## src/rtl/gcd_pkg.sv

```systemverilog
// Shared types and defaults for the gcd requester slice.
//   gcd_req_state_t : requester FSM state encoding
//   GCD_WIDTH       : default operand/result width
//   GCD_TIMEOUT     : default WAIT cycle budget before abandoning an operation
//   GCD_DEPTH       : default request FIFO depth
package gcd_pkg;

  localparam int GCD_WIDTH   = 32;
  localparam int GCD_TIMEOUT = 1024;
  localparam int GCD_DEPTH   = 4;

  typedef enum logic [2:0] {
    IDLE,
    ISSUE,
    WAIT,
    RESP,
    FLUSH
  } gcd_req_state_t;

endpackage

```

## src/rtl/gcd_req_fifo.sv

```systemverilog
// Request FIFO for the gcd requester: synchronous push/pop, no bypass.
// A push is refused whenever the FIFO is full, even if a pop happens in
// the same cycle.
//   clk         : clock, rising edge
//   reset       : asynchronous active-low reset (empties the FIFO)
//   push_i      : write push_data_i when not full
//   push_data_i : entry to write
//   pop_i       : drop the head entry when not empty
//   pop_data_o  : current head entry
//   full_o      : DEPTH entries held
//   empty_o     : no entries held
//   count_o     : occupancy, 0..DEPTH
module gcd_req_fifo #(
  parameter int DW    = 64,
  parameter int DEPTH = 4,
  localparam int AW   = (DEPTH > 1) ? $clog2(DEPTH) : 1,
  localparam int CW   = $clog2(DEPTH + 1)
) (
  input  logic          clk,
  input  logic          reset,
  input  logic          push_i,
  input  logic [DW-1:0] push_data_i,
  input  logic          pop_i,
  output logic [DW-1:0] pop_data_o,
  output logic          full_o,
  output logic          empty_o,
  output logic [CW-1:0] count_o
);

  logic [DW-1:0] mem_q [DEPTH];
  logic [AW-1:0] wr_ptr_q, wr_ptr_d;
  logic [AW-1:0] rd_ptr_q, rd_ptr_d;
  logic [CW-1:0] count_q, count_d;
  logic          push_ok, pop_ok;

  assign full_o  = (count_q == CW'(DEPTH));
  assign empty_o = (count_q == '0);
  assign count_o = count_q;

  assign push_ok = push_i && !full_o;
  assign pop_ok  = pop_i && !empty_o;

  assign pop_data_o = mem_q[rd_ptr_q];

  // DEPTH is a power of two, so pointer overflow is the modulo wrap.
  always_comb begin
    wr_ptr_d = wr_ptr_q;
    rd_ptr_d = rd_ptr_q;
    count_d  = count_q;
    if (push_ok) wr_ptr_d = wr_ptr_q + 1'b1;
    if (pop_ok)  rd_ptr_d = rd_ptr_q + 1'b1;
    case ({push_ok, pop_ok})
      2'b10:   count_d = count_q + 1'b1;
      2'b01:   count_d = count_q - 1'b1;
      default: count_d = count_q;
    endcase
  end

  always_ff @(posedge clk or negedge reset) begin
    if (!reset) begin
      wr_ptr_q <= '0;
      rd_ptr_q <= '0;
      count_q  <= '0;
    end else begin
      wr_ptr_q <= wr_ptr_d;
      rd_ptr_q <= rd_ptr_d;
      count_q  <= count_d;
    end
  end

  // Storage carries no reset; occupancy alone says what is valid.
  always_ff @(posedge clk) begin
    if (push_ok) mem_q[wr_ptr_q] <= push_data_i;
  end

endmodule

```

## src/rtl/gcd_requester.sv

```systemverilog
// Initiator side of the gcd start/done engine protocol. Buffers operand
// pairs, issues them one at a time to a single gcd engine, and returns the
// result (or a timeout marker) on a valid/ready response stream.
//   clk, reset              : clock; asynchronous active-low reset
//   req_valid/ready/a/b     : request stream (operand pair)
//   rsp_valid/ready         : response stream handshake
//   rsp_result, rsp_timeout : result, or 0 with timeout flag set
//   eng_start, eng_a, eng_b : one-cycle start pulse and held operands
//   eng_result, eng_done    : engine result and done level
//   busy                    : operation in progress or work queued
//
// state | meaning
// ------+-------------------------------------------------------------
// IDLE  | no operation; pops the FIFO head into eng_a/eng_b if present
// ISSUE | eng_start high for this cycle only; timer cleared
// WAIT  | waiting for eng_done or the timer reaching TIMEOUT-1
// RESP  | rsp_valid high, result held until rsp_ready
// FLUSH | abandoned operation: wait for eng_done and discard its result
module gcd_requester
  import gcd_pkg::*;
#(
  parameter int WIDTH   = GCD_WIDTH,
  parameter int DEPTH   = GCD_DEPTH,
  parameter int TIMEOUT = GCD_TIMEOUT
) (
  input  logic             clk,
  input  logic             reset,
  input  logic             req_valid,
  output logic             req_ready,
  input  logic [WIDTH-1:0] req_a,
  input  logic [WIDTH-1:0] req_b,
  output logic             rsp_valid,
  input  logic             rsp_ready,
  output logic [WIDTH-1:0] rsp_result,
  output logic             rsp_timeout,
  output logic             eng_start,
  output logic [WIDTH-1:0] eng_a,
  output logic [WIDTH-1:0] eng_b,
  input  logic [WIDTH-1:0] eng_result,
  input  logic             eng_done,
  output logic             busy
);

  localparam int TW = (TIMEOUT > 1) ? $clog2(TIMEOUT) : 1;
  localparam int CW = $clog2(DEPTH + 1);
  localparam logic [TW-1:0] TIMER_LAST = TW'(TIMEOUT - 1);

  gcd_req_state_t   state_q, state_d;
  logic [TW-1:0]    timer_q, timer_d;
  logic [WIDTH-1:0] eng_a_q, eng_a_d;
  logic [WIDTH-1:0] eng_b_q, eng_b_d;
  logic [WIDTH-1:0] rsp_result_q, rsp_result_d;
  logic             rsp_timeout_q, rsp_timeout_d;
  logic             flush_q, flush_d;

  logic               fifo_pop;
  logic               fifo_full;
  logic               fifo_empty;
  logic [CW-1:0]      fifo_count;
  logic [2*WIDTH-1:0] fifo_head;

  gcd_req_fifo #(
    .DW    (2 * WIDTH),
    .DEPTH (DEPTH)
  ) u_fifo (
    .clk         (clk),
    .reset       (reset),
    .push_i      (req_valid),
    .push_data_i ({req_a, req_b}),
    .pop_i       (fifo_pop),
    .pop_data_o  (fifo_head),
    .full_o      (fifo_full),
    .empty_o     (fifo_empty),
    .count_o     (fifo_count)
  );

  assign req_ready   = !fifo_full;
  assign eng_start   = (state_q == ISSUE);
  assign rsp_valid   = (state_q == RESP);
  assign eng_a       = eng_a_q;
  assign eng_b       = eng_b_q;
  assign rsp_result  = rsp_result_q;
  assign rsp_timeout = rsp_timeout_q;
  assign busy        = (state_q != IDLE) || (fifo_count != '0);

  always_comb begin
    state_d       = state_q;
    timer_d       = timer_q;
    eng_a_d       = eng_a_q;
    eng_b_d       = eng_b_q;
    rsp_result_d  = rsp_result_q;
    rsp_timeout_d = rsp_timeout_q;
    flush_d       = flush_q;
    fifo_pop      = 1'b0;

    case (state_q)
      IDLE: begin
        if (!fifo_empty) begin
          fifo_pop = 1'b1;
          eng_a_d  = fifo_head[2*WIDTH-1:WIDTH];
          eng_b_d  = fifo_head[WIDTH-1:0];
          state_d  = ISSUE;
        end
      end
      ISSUE: begin
        // eng_done is not looked at here: any level now belongs to the
        // previous operation and is cleared by the engine on this edge.
        timer_d = '0;
        state_d = WAIT;
      end
      WAIT: begin
        if (eng_done) begin
          rsp_result_d  = eng_result;
          rsp_timeout_d = 1'b0;
          state_d       = RESP;
        end else if (timer_q == TIMER_LAST) begin
          rsp_result_d  = '0;
          rsp_timeout_d = 1'b1;
          flush_d       = 1'b1;
          state_d       = RESP;
        end else begin
          timer_d = timer_q + 1'b1;
        end
      end
      RESP: begin
        if (rsp_ready) begin
          if (flush_q) begin
            flush_d = 1'b0;
            state_d = FLUSH;
          end else begin
            state_d = IDLE;
          end
        end
      end
      FLUSH: begin
        // The abandoned operation must finish before the engine is reused.
        if (eng_done) state_d = IDLE;
      end
      default: state_d = IDLE;
    endcase
  end

  always_ff @(posedge clk or negedge reset) begin
    if (!reset) begin
      state_q       <= IDLE;
      timer_q       <= '0;
      eng_a_q       <= '0;
      eng_b_q       <= '0;
      rsp_result_q  <= '0;
      rsp_timeout_q <= 1'b0;
      flush_q       <= 1'b0;
    end else begin
      state_q       <= state_d;
      timer_q       <= timer_d;
      eng_a_q       <= eng_a_d;
      eng_b_q       <= eng_b_d;
      rsp_result_q  <= rsp_result_d;
      rsp_timeout_q <= rsp_timeout_d;
      flush_q       <= flush_d;
    end
  end

endmodule
```

## config.mk

```make
export PLATFORM = sky130hd
export DESIGN_NAME = gcd_requester
export DESIGN_NICKNAME = d
export VERILOG_FILES = /design/src/rtl/gcd_pkg.sv /design/src/rtl/gcd_req_fifo.sv /design/src/rtl/gcd_requester.sv
export SDC_FILE = /design/constraint.sdc
export NUM_CORES = 1
export LEC_CHECK = 0
export ABC_AREA = 1
export BUFFER_PORTS_ARGS = -buffer_cell sky130_fd_sc_hd__buf_4
export CORE_MARGIN = 5
export CORE_UTILIZATION = 50
export DETAILED_ROUTE_END_ITERATION = 10
export GPL_TIMING_DRIVEN = 0
export PLACE_DENSITY_LB_ADDON = 0.12
export SLEW_MARGIN = 40
export SYNTH_ARGS = -nofsm -noshare
export SYNTH_HDL_FRONTEND = slang
export SYNTH_SLANG_ARGS = --single-unit
export TNS_END_PERCENT = 5
```

## constraint.sdc

```tcl
create_clock -name clk -period 5.4 [get_ports clk]
set_clock_uncertainty 0.1 [all_clocks]
set_input_delay 0.54 -clock clk [delete_from_list [all_inputs] [get_ports clk]]
set_output_delay 0.54 -clock clk [all_outputs]
set_load 0.1 [all_outputs]
```

==> Word level (Yosys, flattened, before mapping) <==
Memories as Yosys holds them, arrays and structs flattened. A register that Yosys moved wholly into a read port is not among the register bits.
Index checks and enable logic that the tools add are counted.
{ "word_totals": {"reg_bits": 54, "ramBits": 256, "out_inout_bits": 101, "memories": 1} }
{ "op_classes": {"addsub": 5, "n_eq_ne": 15, "n_mux": 22, "bitwise": 1, "reduce_logical": 19} }
{ "memory_table": {"columns": ["memory", "depth", "width", "rd", "rd_ports_with_merged_regs", "wr", "line", "rtl"], "rows": [
  ["u_fifo.mem_q", 4, 64, 1, 1, 1, "gcd_req_fifo.sv:30", "logic [DW-1:0] mem_q [DEPTH];"]
]} }
{ "op_table": {"columns": ["op", "count"], "rows": [
  ["32-bit two-way mux", 2],
  ["10-bit two-way mux", 2],
  ["10-bit one-hot mux with 2 select lines", 1],
  ["3-bit two-way mux", 6],
  ["3-bit one-hot mux with 5 select lines", 1],
  ["10-bit by 1-bit adder with 10-bit output, second input constant", 1],
  ["10-bit equality test, second input constant", 1],
  ["2-bit != test, second input constant", 5],
  ["1-bit two-way mux", 8],
  ["4-bit AND reduction", 2],
  ["2-bit nonzero test", 4],
  ["3-bit by 2-bit equality test with 1-bit output, second input constant", 2],
  ["3-bit equality test, second input constant", 2],
  ["3-bit logical NOT", 2],
  ["3-bit one-hot mux with 2 select lines", 1],
  ["3-bit nonzero test", 2],
  ["2-bit by 1-bit adder with 2-bit output, second input constant", 2],
  ["2-bit AND reduction", 2],
  ["3-bit by 1-bit adder with 3-bit output, second input constant", 1],
  ["3-bit by 1-bit equality test with 1-bit output, second input constant", 1],
  ["1-bit logical NOT", 3],
  ["3-bit != test, second input constant", 1],
  ["3-bit AND reduction", 1],
  ["3-bit by 1-bit subtractor with 3-bit output, second input constant", 1],
  ["other kinds (7)", 8]
]} }

==> Longest topological paths before layout <==
Gate-level depths: netlist of the first run.
{ "logic_depth": {"word_depth": 6, "depth_mapped": 12} }

==> By module <==
From an unflattened synthesis of the first run, not the netlist that was laid out.
{ "hier_totals": {"cells_unflattened": 1343, "hier_area_um2": 15182.1} }
{ "modules_own_cells": {"columns": ["module", "n_inst", "cells_per_inst", "area_per_inst_um2", "seq_area_each_um2"], "rows": [
  ["gcd_req_fifo", 1, 808, 10605.2, 7862.5],
  ["gcd_requester", 1, 535, 4576.9, 2777.7]
]} }

==> Worst setup path before layout of the first run <==
No wires, ideal clock.
{ "synth_timing": {"kind": "reg2reg", "start": "reg u_fifo.count_q[0], in the netlist u_fifo.count_o[0]", "end": "mem u_fifo.mem_q[0][0] (enable)", "setup_ns": 0.486, "t_arrival_ns": 4.340, "setup_slack_ns": 0.473, "stages_incl_launch_ff": 5, "path_buffers": 0, "synth_period_minus_slack_ns": 4.927, "path_cell_list": "dfrtp_1 > inv_1 > nand3_1 > nand2_1 > nor2_1"} }
{ "synth_between": {"elab_chain_len": 5} }
{ "synth_lines": {"columns": ["item", "line", "rtl"], "rows": [
  ["start, declared", "gcd_req_fifo.sv:33", "logic [CW-1:0] count_q, count_d;"],
  ["start signal, assigned", "gcd_req_fifo.sv:67", "count_q <= count_d;"],
  ["3-bit equality test", "gcd_req_fifo.sv:36", "assign full_o = (count_q == CW'(DEPTH));"],
  ["1-bit logical NOT", null, null],
  ["net req_ready", "gcd_requester.sv:29", "output logic req_ready,"],
  ["1-bit logical AND", "gcd_req_fifo.sv:40", "assign push_ok = push_i && !full_o;"],
  ["1-bit two-way mux", "gcd_req_fifo.sv:73", "if (push_ok) mem_q[wr_ptr_q] <= push_data_i;"],
  ["1-bit two-way mux (implied by the code)", "gcd_req_fifo.sv:73", null],
  ["end, declared", "gcd_req_fifo.sv:30", null]
]} }
The timed path passes the listed nets, and every way through them passes these cells.

==> Worst setup path in the final report of the first run <==
{ "layout_timing": {"start": "reg state_q[0]", "end": "reg u_fifo.count_q[2], in the netlist u_fifo.count_o[2]"} }
{ "layout_between": {"elab_chain_len": 5, "word_cells_on_any_way": 7} }
{ "layout_lines": {"columns": ["item", "line", "rtl"], "rows": [
  ["start, declared", "gcd_requester.sv:48", "gcd_req_state_t state_q, state_d;"],
  ["start signal, assigned", "gcd_requester.sv:153", "state_q <= state_d;"],
  ["3-bit logical NOT (*)", "gcd_requester.sv:96", "case (state_q)"],
  ["1-bit two-way mux (*)", "gcd_requester.sv:96", null],
  ["net fifo_pop", "gcd_requester.sv:56", "logic fifo_pop;"],
  ["1-bit logical AND (*)", "gcd_req_fifo.sv:41", "assign pop_ok = pop_i && !empty_o;"],
  ["2-bit by 1-bit equality test with 1-bit output / 2-bit equality test (equally long branches)", "gcd_req_fifo.sv:52", "case ({push_ok, pop_ok})"],
  ["3-bit one-hot mux with 2 select lines / 2-bit nonzero test (equally long branches)", null, null]
]} }
The timed path passes the listed nets; every way through them passes the cells marked *.
A chain may end at the register's enable or synchronous reset.

==> results.toml, run 1 <==
[logic_synthesis]
synth_area_leaders = "edfxtp_1, dfrtp_1, nor2_1"
yosysTopAreaCell = "edfxtp_1"
yosys_warnings = 0
synth_area_per_cell_um2 = 11.9
ys_seq_elements = 374
synth_top_area_share = 0.537
netlist_instances = 1199
synth_area_mm2 = 0.0143
synth_seq_area_share = 0.743
synthDistinctLibCells = 31
synth_fp_nets = 1307

[clock_network]
cts_setup_buffers = 0
clkTransAtPathRegs_ns = 0.06
cts_max_level = 2
cts_tree = "done"
cts_buffers = 40
insertion_delay_ns = 0.53
clockRootBuffer = "clkbuf_16"
clockBufferDepth = 3
cts_resized = 0
cts.sinks = 374

[sta]
slew_headroom = 0.552
hold_violations = 0
slew_violations = 0
setup_violations = 0
timing.final.crit_share = 0.532
rsz0062_at_grt = "no"
clock.fmax_mhz = 348
tightestPinTransition_ns = 0.672
hold-worst-slack_ns = 0.107
layout_min_cycle_time_ns = 2.87

[die]
die_h_um = 179
die_w_um = 179
initial_core_util = 0.503
num_rows = 62
die-area_mm2 = 0.0321
io_pins = 202
core_area_mm2 = 0.0285

[worst_setup_path]
end_kind = "flop"
r2r_setup_slack_ns = 2.53
worst-setup-path-type = "flop to flop"
arrival_ns = 3.17
startpoint_type = "flop"
crit_fanout = 10
required_ns = 5.70

[detailed_routing]
first_pass_iters = 5
antenna_left = 0
drt_wl_total_um = 34000
first_iter_violations = 608
num_vias = 9617
route.detailed.drc = 0
wl_per_cell_um = 18.1
via_per_inst = 5.12

[placed_design]
port_buffers = 201
gp_congestion = 0.773
hpwl_um = 22700

[grt]
grt_pass1_wl_um = 52000
grt.overflow.total = 0
grt_max_degree = 63
gr-usage-all-layers = 0.211
first_global_vias = 9664
grt_antenna_before_repair = 1

[run_status]
status = "completed"

[cells_and_area]
drive_gt1_frac = 0.222
nets = 1570
area_delta_synth_final_pct = 26.1

[min_path]
hold_class = "input port to flop"

[run]
max-cap-violations = 0
-- per-stage QoR --
step                setup WS [ns]  setup TNS [ns]  instance area, µm²  instances   util
finish                       2.53               0               18100       1878  0.635
global route                 2.38               0               18100       1877  0.635
CTS                          2.53               0               18100       1877  0.635
detailed placement           2.54               0               16800       1803  0.590
global placement            -1.12         -263.35               16300       1784  0.573
floorplan                   0.473               0               14300       1199      -
-- cells in the mapped netlist --
| cell type | count |
|---|---|
| a21o_1 | 1 |
| a21oi_1 | 3 |
| a31oi_1 | 64 |
| buf_1 | 12 |
| buf_2 | 28 |
| buf_4 | 5 |
| buf_6 | 1 |
| clkbuf_1 | 17 |
| dfrtp_1 | 118 |
| edfxtp_1 | 256 |
| fa_1 | 1 |
| ha_1 | 6 |
| inv_1 | 29 |
| inv_2 | 2 |
| nand2_1 | 138 |
| nand2_2 | 2 |
| nand2_4 | 2 |
| nand3_1 | 16 |
| nand3_2 | 1 |
| nand3b_1 | 3 |
| nand4_1 | 4 |
| nor2_1 | 338 |
| nor2_2 | 3 |
| nor2_4 | 1 |
| nor3_1 | 2 |
| o21ai_0 | 136 |
| o21ai_1 | 3 |
| o21ai_2 | 1 |
| or2_2 | 1 |
| xnor2_1 | 1 |
| xor2_1 | 4 |
-- sequential cells by signal, summed over array words and instances (netlist names) --
signal,cells
u_fifo.mem_q,256
eng_a,32
eng_b,32
rsp_result,32
timer_q,10
state_q,3
u_fifo.count_o,3
u_fifo.rd_ptr_q,2
u_fifo.wr_ptr_q,2
flush_q,1
rsp_timeout,1
-- kinds of logic after synthesis --
group,Yosys count,share of synthesized area
xor+xnor,5,0.00306
fa+ha+maj,7,0.00664
flops,374,0.743
simple gates,511,0.140
buf+inv,94,0.0289
compound gates,208,0.0787
-- repair_timing --
action	4_1_cts	5_1_grt
endpoints found under the hold margin	56	0
endpoints found under the setup margin	0	0
hold buffers	1	0
-- metal layers --
layer  vias to the layer above  global-route usage  routed length, µm
met4                         2              0.0638                803
li1                       4671                   -                  -
met2                       303               0.359              16600
met3                        64              0.0500               2840
met5                         -                   0                 20
met1                      4577               0.271              13800
-- critical path: stages, from the launching register on --
cell,delay [ns]
dfrtp_1,0.41
nor2_2,0.19
nand3_1,0.18
inv_1,0.15
buf_2,0.30
buf_2,0.38
ha_1,0.20
inv_1,0.07
fa_1,0.37
a21oi_1,0.14
o21ai_0,0.11
xor2_1,0.15
-- path summary, 6_finish.rpt --
check	start	end	cells after the start
min in group asynchronous	reset	timer_q[2]$_DFFE_PN0P_	2
max	state_q[0]$_DFFE_PN0P_	u_fifo.count_o[2]$_DFFE_PN0P_	11
max reg2reg	state_q[0]$_DFFE_PN0P_	u_fifo.count_o[2]$_DFFE_PN0P_	11
min	req_a[24]	u_fifo.mem_q[2][56]$_DFFE_PP_	1
max in group asynchronous	reset	eng_a[15]$_DFFE_PN0P_	3
min reg2reg	rsp_result[18]$_DFFE_PN0P_	rsp_result[18]$_DFFE_PN0P_	2
-- layout make-up --
| type | count | area, µm² |
|---|---|---|
| Sequential cell | 374 | 10600 |
| Fill cell | 2223 | 10400 |
| Multi-Input combinational cell | 731 | 3300 |
| Timing Repair Buffer | 221 | 1970 |
| Clock buffer | 55 | 1110 |
| Tap cell | 384 | 480 |
| Buffer | 63 | 298 |
| Clock inverter | 18 | 149 |
| Inverter | 31 | 116 |
| Antenna cell | 1 | 2.50 |
-- cell usage in the layout, fill, tap and decap left out, types with 3 or more instances in the layout --
| cell | Yosys | routed |
|---|---|---|
| nand3b_1 | 3 | 3 |
| buf_8 | 0 | 7 |
| nor2_1 | 338 | 334 |
| nand4_1 | 4 | 4 |
| clkinv_2 | 0 | 11 |
| a31oi_1 | 64 | 64 |
| dfrtp_1 | 118 | 118 |
| xor2_1 | 4 | 4 |
| a21oi_1 | 3 | 3 |
| o21ai_1 | 3 | 3 |
| buf_16 | 0 | 13 |
| nand3_1 | 16 | 16 |
| buf_4 | 5 | 205 |
| buf_1 | 12 | 12 |
| nor2_2 | 3 | 3 |
| clkbuf_1 | 17 | 28 |
| buf_2 | 28 | 28 |
| clkbuf_8 | 0 | 3 |
| clkbuf_16 | 0 | 41 |
| nand2_1 | 138 | 138 |
| nor2_4 | 1 | 5 |
| ha_1 | 6 | 6 |
| o21ai_0 | 136 | 136 |
| inv_1 | 29 | 29 |
| edfxtp_1 | 256 | 256 |
Power of run 1 is left out: the tool's default activity adds up to more than one toggle a clock period on the data nets, which glitch-free logic cannot reach.
==> inputs of run 2 (changes only) <==
Clock period 5.4 ns to 2.7 ns, I/O delays scaled along.
==> results.toml, run 2 (same netlist as run 1, synthesis figures left out) <==
[run_status]
status = "completed"

[worst_setup_path]
worstRegToRegCells = 11
cp_cell_sequence = "inv_1, nand3_2, nand3_2, inv_2, buf_6, ha_1, inv_1, fa_1, a21oi_1, o21ai_0, xor2_1"
crit_family = "adder cells"
crit_fanout = 19
slowest_delay_ns = 0.39
path_depth = 11
arrival_ns = 2.76
worst-setup-path-type = "flop to flop"
required_ns = 2.98
end_kind = "flop"
startpoint_type = "flop"
crit_buf_inv = 4
cp_slowest_cell = "fa_1"

[die]
core_area_mm2 = 0.0285
die_h_um = 179
die-area_mm2 = 0.0321
io_pins = 202
die_w_um = 179
initial_core_util = 0.503
num_rows = 62

[clock_network]
cts_buffers = 38
cts_tree = "done"
cts.sinks = 374
clockRootBuffer = "clkbuf_16"
clkTransAtPathRegs_ns = 0.06
cts_max_level = 2
clockBufferDepth = 3
insertion_delay_ns = 0.52
cts_setup_buffers = 0

[cells_and_area]
nets = 1665
drive_gt1_frac = 0.206
nFillCells = 2080
largest_reg_flops = 256
final-seq-area_mm2 = 0.0106
final_common_cell = "nor2_1"
layout_common_cells = "nor2_1, edfxtp_1, buf_4"
finish.utilization = 0.668
multiInputGateArea_mm2 = 0.00333
area_delta_synth_final_pct = 32.7
stdcell_area_mm2 = 0.0190
regMostFlops = "u_fifo.mem_q"

[grt]
first_global_vias = 10200
gr-usage-all-layers = 0.221
grt.overflow.total = 0
grt_antenna_before_repair = 2
grt_max_degree = 62
grt_pass1_wl_um = 54800

[detailed_routing]
via_per_inst = 5.10
route.detailed.drc = 0
wl_per_cell_um = 18.0
first_pass_iters = 5
num_vias = 10100
drt_wl_total_um = 35600
first_iter_violations = 776
antenna_left = 0

[sta]
rsz0062_at_grt = "no"
hold-worst-slack_ns = 0.194
timing.final.crit_share = 0.918
hold_violations = 0
layout_min_cycle_time_ns = 2.48
tightestPinTransition_ns = 0.629
setup_violations = 0
slew_headroom = 0.581
clock.fmax_mhz = 403
slew_violations = 0

[placed_design]
gp_congestion = 0.779
hpwl_um = 22500
placedInstanceArea_mm2 = 0.0168
port_buffers = 201

[min_path]
hold_class = "input port to asynchronous set/reset pin"

[run]
max-cap-violations = 0
-- run 2: changes by cell type in the layout (fill, tap and decap cells not counted), sizes merged --
cell / previous run / this run
buf: 266 / 264
bufinv: 2 / 3
clkbuf: 72 / 75
clkinv: 14 / 6
clkinvlp: 0 / 1
diode: 1 / 2
dlygate4sd3: 1 / 100
inv: 33 / 32
-- run 2: per-stage QoR --
stage          setup TNS [ns]  setup WS [ns]  instances
4_1_cts                     0         0.0131       1971
3_5_place_dp           -0.497         -0.367       1802
3_3_place_gp           -91.82         -0.403       1784
6_report                    0          0.221       1972
2_1_floorplan               0          0.187       1199
5_1_grt                     0         0.0445       1972
-- run 2: repair_timing --
action / in CTS / in global routing
gates cloned: 0 / 0
hold buffers: 100 / 0
endpoints found under the hold margin: 349 / 0
endpoints found under the setup margin: 2 / 1
resized for setup: 5 / 2
-- run 2: cell type report --
| type | count | share of cell area |
|---|---|---|
| clock inverters | 11 | 0.00697 |
| inverters | 31 | 0.00612 |
| clock buffers | 58 | 0.0577 |
| diodes | 2 | 0.000263 |
| repair buffers | 319 | 0.153 |
| flip-flops and latches | 374 | 0.560 |
| plain buffers | 62 | 0.0157 |
| multi-input cells | 731 | 0.175 |
| well taps | 384 | 0.0253 |
-- run 2: routing by layer --
layer / global-route usage / wire length, µm
met1: 0.288 / 14800
met2: 0.380 / 17300
met3: 0.0426 / 2550
met4: 0.0632 / 885
met5: 0 / 0
-- run 2: worst reg2reg max path, stage by stage (launching register included) --
cell and delay [ns]:
dfrtp_1 0.36, inv_1 0.13, nand3_2 0.15, nand3_2 0.16, inv_2 0.14, buf_6 0.23, ha_1 0.22, inv_1 0.08
fa_1 0.39, a21oi_1 0.15, o21ai_0 0.11, xor2_1 0.15
-- run 2: final timing paths --
kind,start,end,slack [ns]
setup / recovery,u_fifo.count_o[0]$_DFFE_PN0P_,u_fifo.count_o[2]$_DFFE_PN0P_,0.22
hold / removal,reset,state_q[1]$_DFFE_PN0P_,0.19
setup reg to reg,u_fifo.count_o[0]$_DFFE_PN0P_,u_fifo.count_o[2]$_DFFE_PN0P_,0.22
hold reg to reg,rsp_result[1]$_DFFE_PN0P_,rsp_result[1]$_DFFE_PN0P_,0.37
max in group asynchronous,reset,eng_a[7]$_DFFE_PN0P_,1.63
min in group clk,req_valid,u_fifo.wr_ptr_q[1]$_DFFE_PN0P_,0.20
Power of run 2 is left out for the same reason.
==> inputs of run 3 (changes only) <==
Settings changed: CELL_PAD_IN_SITES_DETAIL_PLACEMENT from default to 0, CELL_PAD_IN_SITES_GLOBAL_PLACEMENT from default to 1, CORE_UTILIZATION 50 to 46, GPL_TIMING_DRIVEN 0 to 1.
==> results.toml, run 3 (same netlist as run 1, synthesis figures left out) <==
[run_status]
status = "completed"

[clock_network]
cts_max_level = 2
clockBufferDepth = 3
cts.sinks = 374
insertion_delay_ns = 0.53
cts_resized = 0
clockRootBuffer = "clkbuf_16"
cts_tree = "done"
clkTransAtPathRegs_ns = 0.06
cts_buffers = 41

[grt]
grt_antenna_before_repair = 1
grt.overflow.total = 0
first_global_vias = 9547
grt_max_degree = 130
grt_pass1_wl_um = 53900
grtUsageMet2 = 0.308
gr-usage-met3 = 0.0441
gr-usage-all-layers = 0.190
use_met1 = 0.266
top_usage_layer = "met2"

[placed_design]
gp_congestion = 0.748
hpwl_um = 18600
place_inst = 1751
placedInstanceArea_mm2 = 0.0163
port_buffers = 201

[min_path]
hold_class = "input port to flop"
hold_path_depth = 4

[run]
max-cap-violations = 0

[sta]
setup_violations = 0
slew_headroom = 0.544
slew_violations = 0
hold_violations = 0
rsz0062_at_grt = "no"
finalSetupTns_ns = 0
layout_min_cycle_time_ns = 2.14
timing.final.crit_share = 0.793
tightestPinTransition_ns = 0.685
clock.fmax_mhz = 467

[cells_and_area]
stdcell_area_mm2 = 0.0187
finalNonFillerCells = 1926
layout_common_cells = "nor2_1, edfxtp_1, buf_4"
drive_gt1_frac = 0.196
finish.utilization = 0.609
area_delta_synth_final_pct = 30.4
final_common_cell = "nor2_1"
regMostFlops = "u_fifo.mem_q"
largest_reg_flops = 256
nets = 1605

[detailed_routing]
via_per_inst = 4.97
first_iter_violations = 518
antenna_left = 0
num_vias = 9577
route.detailed.drc = 0
first_pass_iters = 5
wl_per_cell_um = 17.5
drt_wl_total_um = 33800

[die]
core_area_mm2 = 0.0307
num_rows = 64
die_w_um = 186
io_pins = 202
die_h_um = 186
initial_core_util = 0.467
die-area_mm2 = 0.0348

[worst_setup_path]
worst-setup-path-type = "flop to flop"
arrival_ns = 2.44
worstRegToRegCells = 9
r2r_setup_slack_ns = 0.56
startpoint_type = "flop"
crit_fanout = 8
end_kind = "flop"
required_ns = 3.00
-- run 3: changes by cell type in the layout (fill, tap and decap cells not counted), moves of 9 or more --
cell / delta
buf_2: -26
clkbuf_1: -18
buf_1: -12
buf_16: -10
buf_12: +9
buf_8: -9
-- run 3: layout make-up --
type | count | area [µm²]
fill | 2451 | 12000
sequential | 374 | 10600
inverter | 31 | 120
clock inverter | 16 | 186
timing repair buffer | 318 | 2760
multi-input combinational | 731 | 3320
antenna | 1 | 2.50
clock buffer | 59 | 1150
tap | 396 | 495
-- run 3: stage by stage --
| stage | worst slack [ns] | hold slack [ns] |
|---|---|---|
| 2_1_floorplan | 0.187 | -0.126 |
| 3_3_place_gp | 0.543 | 0.223 |
| 3_5_place_dp | 0.538 | 0.227 |
| 4_1_cts | 0.544 | 0.140 |
| 5_1_grt | 0.391 | 0.174 |
| 6_report | 0.560 | 0.156 |
-- run 3: critical path, stage by stage, from the launching register on --
cell and delay, ns:
dfrtp_1 0.38, inv_1 0.15, nand3_4 0.09, nand2_2 0.25, ha_1 0.20, inv_1 0.06
fa_1 0.37, a21oi_1 0.14, o21ai_0 0.11, xor2_1 0.16
-- run 3: repair_timing --
item / in CTS / in global routing
setup buffers: 0 / 0
hold buffers: 99 / 0
hold endpoints to repair: 351 / 0
-- run 3: worst paths after layout --
path / startpoint / end
hold / removal: req_valid / u_fifo.wr_ptr_q[1]$_DFFE_PN0P_
max in group asynchronous: reset / eng_a[16]$_DFFE_PN0P_
setup reg to reg: u_fifo.count_o[0]$_DFFE_PN0P_ / u_fifo.count_o[2]$_DFFE_PN0P_
setup / recovery: u_fifo.count_o[0]$_DFFE_PN0P_ / u_fifo.count_o[2]$_DFFE_PN0P_
hold reg to reg: rsp_result[18]$_DFFE_PN0P_ / rsp_result[18]$_DFFE_PN0P_
min in group asynchronous: reset / timer_q[1]$_DFFE_PN0P_
-- run 3: per-layer routing --
layer  wire length, µm  vias to the layer above
met4               554                        2
met5                 7                        -
met1             15100                     4533
met2             15800                      272
li1                  -                     4723
met3              2230                       47
Power of run 3 is left out for the same reason.
